File: config.mk
export PLATFORM = sky130hd
export DESIGN_NAME = instr_decode
export DESIGN_NICKNAME = d
export VERILOG_FILES = /design/src/rtl/instr_decode.sv
export SDC_FILE = /design/constraint.sdc
export NUM_CORES = 1
export LEC_CHECK = 0
export ABC_AREA = 1
export BUFFER_PORTS_ARGS = -buffer_cell sky130_fd_sc_hd__buf_2
export CAP_MARGIN = 20
export CORE_MARGIN = 2
export CORE_UTILIZATION = 55
export DETAILED_ROUTE_END_ITERATION = 6
export GPL_TIMING_DRIVEN = 0
export PLACE_DENSITY = 0.85
export SLEW_MARGIN = 25
export SYNTH_ARGS = -nofsm -noshare
export SYNTH_HDL_FRONTEND = slang
export SYNTH_SLANG_ARGS = --single-unit
File: constraint.sdc
create_clock -name clk -period 2.1 [get_ports clk]
set_input_delay 0.21 -clock clk [delete_from_list [all_inputs] [get_ports clk]]
set_output_delay 0.21 -clock clk [all_outputs]
set_load 0.01 [all_outputs]
File: src/rtl/instr_decode.sv
// PDP-8 style instruction fetch/decode front end. Fetches the word at PC,
// resolves one level of indirection for memory-reference instructions, and
// presents a one-hot opcode plus effective address to the execute unit until
// it drops stall.

package instr_decode_pkg;

    typedef struct packed {
        logic and_op;
        logic tad;
        logic isz;
        logic dca;
        logic jms;
        logic jmp;
    } pdp_mem_opcode_s;

    typedef struct packed {
        logic nop;
        logic iac;
        logic ral;
        logic rtl;
        logic rar;
        logic rtr;
        logic cml;
        logic cma;
        logic cia;
        logic cll;
        logic cla;
        logic cla_cll;
    } pdp_op7_opcode_s;

endpackage

// state      | meaning
// IDLE       | post-reset holding cycle
// FETCH      | read request at PC_value
// INSTR_WAIT | instruction word returning, captured into ir
// DECODE     | fields decoded; direct ops/address loaded or indirection started
// IND_REQ    | read request at the direct address (pointer fetch)
// IND_WAIT   | pointer returning, loaded as base_addr
// DISPATCH   | outputs presented, waiting for execute to raise stall
// EXEC_WAIT  | outputs held while stall=1; cleared when it falls
module instr_decode
    import instr_decode_pkg::*;
#(
    parameter int ADDR_WIDTH = 12,
    parameter int DATA_WIDTH = 12
) (
    input  logic                  clk,
    input  logic                  reset_n,
    input  logic                  stall,
    input  logic [ADDR_WIDTH-1:0] PC_value,
    output logic                  ifu_rd_req,
    output logic [ADDR_WIDTH-1:0] ifu_rd_addr,
    input  logic [DATA_WIDTH-1:0] ifu_rd_data,
    output logic [ADDR_WIDTH-1:0] base_addr,
    output pdp_mem_opcode_s       pdp_mem_opcode,
    output pdp_op7_opcode_s       pdp_op7_opcode
);

    typedef enum logic [2:0] {
        IDLE,
        FETCH,
        INSTR_WAIT,
        DECODE,
        IND_REQ,
        IND_WAIT,
        DISPATCH,
        EXEC_WAIT
    } state_e;

    state_e                state;
    state_e                state_next;
    logic [DATA_WIDTH-1:0] ir;

    logic                  load_ir;
    logic                  load_direct;
    logic                  load_indirect;
    logic                  clear_out;

    logic [2:0]            opcode;
    logic                  is_mem_ref;
    logic [ADDR_WIDTH-1:0] direct_addr;
    pdp_mem_opcode_s       mem_dec;
    pdp_op7_opcode_s       op7_dec;

    assign opcode     = ir[11:9];
    assign is_mem_ref = (opcode < 3'd6);
    // Z selects the current page (PC bits 11:7) instead of page zero.
    assign direct_addr = ir[7] ? {PC_value[11:7], ir[6:0]} : {5'b0, ir[6:0]};

    // Decode the instruction register into one-hot opcode structs; anything
    // not recognised leaves both structs zero.
    always_comb begin
        mem_dec = '0;
        op7_dec = '0;
        case (opcode)
            3'd0: mem_dec.and_op = 1'b1;
            3'd1: mem_dec.tad    = 1'b1;
            3'd2: mem_dec.isz    = 1'b1;
            3'd3: mem_dec.dca    = 1'b1;
            3'd4: mem_dec.jms    = 1'b1;
            3'd5: mem_dec.jmp    = 1'b1;
            3'd7: begin
                if (!ir[8]) begin
                    case (ir)
                        12'o7000: op7_dec.nop     = 1'b1;
                        12'o7001: op7_dec.iac     = 1'b1;
                        12'o7004: op7_dec.ral     = 1'b1;
                        12'o7006: op7_dec.rtl     = 1'b1;
                        12'o7010: op7_dec.rar     = 1'b1;
                        12'o7012: op7_dec.rtr     = 1'b1;
                        12'o7020: op7_dec.cml     = 1'b1;
                        12'o7040: op7_dec.cma     = 1'b1;
                        12'o7041: op7_dec.cia     = 1'b1;
                        12'o7100: op7_dec.cll     = 1'b1;
                        12'o7200: op7_dec.cla     = 1'b1;
                        12'o7300: op7_dec.cla_cll = 1'b1;
                        default:  ;
                    endcase
                end
            end
            default: ;
        endcase
    end

    // State register with synchronous reset.
    always_ff @(posedge clk) begin
        if (!reset_n) begin
            state <= IDLE;
        end else begin
            state <= state_next;
        end
    end

    // Next-state logic, read-port drive and datapath load strobes.
    always_comb begin
        state_next    = state;
        ifu_rd_req    = 1'b0;
        ifu_rd_addr   = '0;
        load_ir       = 1'b0;
        load_direct   = 1'b0;
        load_indirect = 1'b0;
        clear_out     = 1'b0;
        case (state)
            IDLE: state_next = FETCH;
            FETCH: begin
                ifu_rd_req  = 1'b1;
                ifu_rd_addr = PC_value;
                state_next  = INSTR_WAIT;
            end
            INSTR_WAIT: begin
                load_ir    = 1'b1;
                state_next = DECODE;
            end
            DECODE: begin
                if (is_mem_ref && ir[8]) begin
                    state_next = IND_REQ;
                end else begin
                    load_direct = 1'b1;
                    state_next  = DISPATCH;
                end
            end
            IND_REQ: begin
                ifu_rd_req  = 1'b1;
                ifu_rd_addr = direct_addr;
                state_next  = IND_WAIT;
            end
            IND_WAIT: begin
                load_indirect = 1'b1;
                state_next    = DISPATCH;
            end
            DISPATCH: begin
                if (stall) begin
                    state_next = EXEC_WAIT;
                end
            end
            EXEC_WAIT: begin
                if (!stall) begin
                    clear_out  = 1'b1;
                    state_next = FETCH;
                end
            end
            default: state_next = IDLE;
        endcase
    end

    // Instruction register and registered decode outputs.
    always_ff @(posedge clk) begin
        if (!reset_n) begin
            ir             <= '0;
            base_addr      <= '0;
            pdp_mem_opcode <= '0;
            pdp_op7_opcode <= '0;
        end else begin
            if (load_ir) begin
                ir <= ifu_rd_data;
            end
            if (load_direct) begin
                pdp_mem_opcode <= mem_dec;
                pdp_op7_opcode <= op7_dec;
                base_addr      <= is_mem_ref ? direct_addr : '0;
            end else if (load_indirect) begin
                pdp_mem_opcode <= mem_dec;
                pdp_op7_opcode <= '0;
                base_addr      <= ifu_rd_data;
            end else if (clear_out) begin
                pdp_mem_opcode <= '0;
                pdp_op7_opcode <= '0;
                base_addr      <= '0;
            end
        end
    end

endmodule

==> metrics.md <==
| Metric | Value |
|---|---|
| Dpl ws | `379 ps` |
| Register area share after synthesis | `0.388` |
| Vias in the first global route | `about 2300` |
| Hold Path Class | `in -> reg` |
| Largest cells by area after synthesis | `dfxtp_1, nand2_1, nand3_1` |
| Max Clock Freq | `0.502 GHz` |
| Power share of the clock group | `0.294` |
| Horiz. Die Dim | `between 60 and 70 um` |
| Rel. slew slack | `0.686` |
| Tcrit/Tclk final | `0.949` |
| Post-route DRC | `0` |
| Met2 GRT Util | `0.510` |
| Slew at the pin closest to its max-slew limit | `472 ps` |
| Lkg Pwr | `1.33 nW` |
| Worst setup margin | `108 ps` |
| Logic pwr share | `0.265` |
| Yosys warns | `0` |
| Status | `finished, final reports clean` |
| DR WL/cell | `14.5 um` |
| DRT iter0 DRCs | `roughly 220` |
| WP data arrival | `1780 ps` |
| Largest net degree at the start of global routing | `15` |
| Syn avg cell area | `6.69 um^2` |
| Max H-tree Level | `2` |
| M1 GR Usage | `0.397` |
| Top Usage Layer GRT | `met2` |
| Core Box Area | `4030 um^2` |
| Critical Path RT | `1890 ps` |
| DP Cell Count | `466` |
| GR Overflow Total | `0` |
| Final Slew Violations | `0` |
| HPWL Detailed | `5110 um` |
| FF+latch count, synth | `45` |
| DRT Wirelength | `6850 um` |
| CP endpoint kind | `output pin` |
| I/O pin total | `70` |
| Hold slack | `226 ps` |
| Switching share of power | `0.337` |
| Clock sinks | `45` |
| Final Wtd Congestion | `0.912` |
| Cell accounting for the most synthesized area | `dfxtp_1` |
| Met3 GRT Util | `0.0519` |
| Crit path kind | `reg -> out` |
| Ant diodes | `0` |
| Synthesized area | `2320 um^2` |
| 1st-pass router iterations | `5` |
| Initial Utilization | `0.576` |
| # setup viols final | `0` |
| Setup TNS | `0 ps` |
| Period minus WS final | `approximately 2000 ps` |
| IO Port Bufs | `69` |
| CP Launch Type | `register` |
| First-pass GRT wire length | `10600 um` |
| Register share of total power | `0.441` |
| Worst Clk Skew | `8.62 ps` |
| Final hold viol count | `0` |
| Post-DRT Antenna Nets | `0` |
| Layout cells sized above 1 | `0.250` |
| Max clock buf depth | `2` |
| CTS tree | `built` |
| RSZ-0062 raised after global routing | `no` |
| CTS Buf Count | `5` |
| # rows | `23` |
| Max-cap violations | `0` |
| Largest fanout on the critical path | `10` |
| P_int | `about 0.0015 W` |
| Distinct cells, synth | `21` |
| Maximum resistive drop on vdd | `0.378 mV` |
| Worst-path clk slew | `90 ps` |
| Finished Layout Cells | `between 400 and 500` |
| Die height | `roughly 69 um` |
| Switching Power | `0.000757 W` |
| Clock Latency Late Sink | `roughly 300 ps` |
| Initial antenna violation count | `0` |
| All-Layer GR Usage | `0.304` |
| Post-synth top area share | `0.388` |
| Nets | `450` |
| Mapped Cells | `347` |
| Root buffer cell | `clkbuf_8` |
| Vias per inst | `5.57` |
| Hold Buf Count CTS | `0` |
| Via count | `~2600` |
| Die area | `4760 um^2` |
| Power per cell area | `789 nW/um^2` |
| Syn_nets | `374` |
| Area grow syn2layout | `22.7%` |
synthesized netlist by cell type, drive strengths merged:
cell,number
nor3,3
nor2,44
nand3,40
dfxtp,45
nor4,1
o21ai,28
buf,17
a21oi,36
clkbuf,5
nand2,58
inv,39
nand4,30
a211oi,1
logic make-up (layout without fill, tap and decap cells):
kind of cell | after synthesis | count (layout) | share of synthesized area
DFF | 45 | 45 | 0.388
AOI/OAI and AO/OA | 65 | 65 | 0.141
and+or+nand+nor | 176 | 176 | 0.357
buffers and inverters | 61 | 138 | 0.113
power by group through the flow:
stage | Combinational (W) | Clock (W) | Sequential, W
2_1_floorplan | 0.000382 | 0 | 0.00101
3_3_place_gp | 0.000563 | 0 | 0.00100
3_5_place_dp | 0.000580 | 0 | 0.00101
4_1_cts | 0.000584 | 0.000664 | 0.000987
5_1_grt | 0.000671 | 0.000694 | 0.00100
6_report | 0.000594 | 0.000662 | 0.000991
critical path, stage by stage (launching register included):
cell      delay (ps)
dfxtp_1          400
clkbuf_4         240
inv_2             50
buf_2            190
nand2_1          130
o21ai_0           90
inv_1            170
nor2_1            70
buf_2            140
metrics by stage:
step / utilization / power, W / area, um^2
after floorplan: - / 0.00139 / 2320
after global placement: 0.677 / 0.00157 / 2730
after detailed placement: 0.677 / 0.00159 / 2730
after CTS: 0.705 / 0.00223 / 2840
after global routing: 0.707 / 0.00236 / 2850
final: 0.707 / 0.00225 / 2850
layout by cell type, fill, tap and decap left out, types with 2 or more instances in the layout:
master,netlist,final
dfxtp_1,45,45
buf_2,15,83
nand3_1,39,38
a21oi_1,36,36
nand3_2,1,2
nand2_1,53,53
nand4_1,30,30
o21ai_1,3,3
inv_1,37,37
inv_2,2,2
buf_6,2,2
nor2_1,40,40
clkbuf_1,5,6
o21ai_0,25,25
clkbuf_8,0,5
nand2_2,4,4
nor3_1,3,3
nor2_2,3,3
timing repair:
| action | 4_1_cts | 5_1_grt |
|---|---|---|
| gates resized for setup | 0 | 2 |
| setup endpoints to repair | 0 | 5 |
| setup buffers | 0 | 0 |
worst paths after layout:
kind / end / slack (ps) / from / depth (start not counted)
setup / recovery: ifu_rd_addr[8] / 110 / state[2] / 8
hold / removal: ir[1] / 230 / ifu_rd_data[1] / 3
setup reg to reg: pdp_op7_opcode[6] / 610 / state[1] / 7
hold reg to reg: base_addr[8] / 490 / base_addr[8] / 2
state kept, by name (all words and copies together), names as in the netlist:
register and flops:
pdp_mem_opcode 6, ir 12, base_addr 12, state 3, pdp_op7_opcode 12
area by class of cell:
cell class / count / area, um^2
Sequential cell: 45 / 901
Clock inverter: 2 / 38.8
Fill cell: 367 / 1180
Multi-Input combinational cell: 241 / 1160
Inverter: 39 / 146
Tap cell: 50 / 62.6
Clock buffer: 6 / 72.6
Timing Repair Buffer: 69 / 345
Buffer: 22 / 119
routing by layer:
layer,vias to the layer above,part of all wire
met5,-,0
met4,0,0.017
met3,17,0.067
met2,114,0.49
met1,1197,0.43
li1,1310,-
Note: power is estimated with default switching activity, not from simulation.
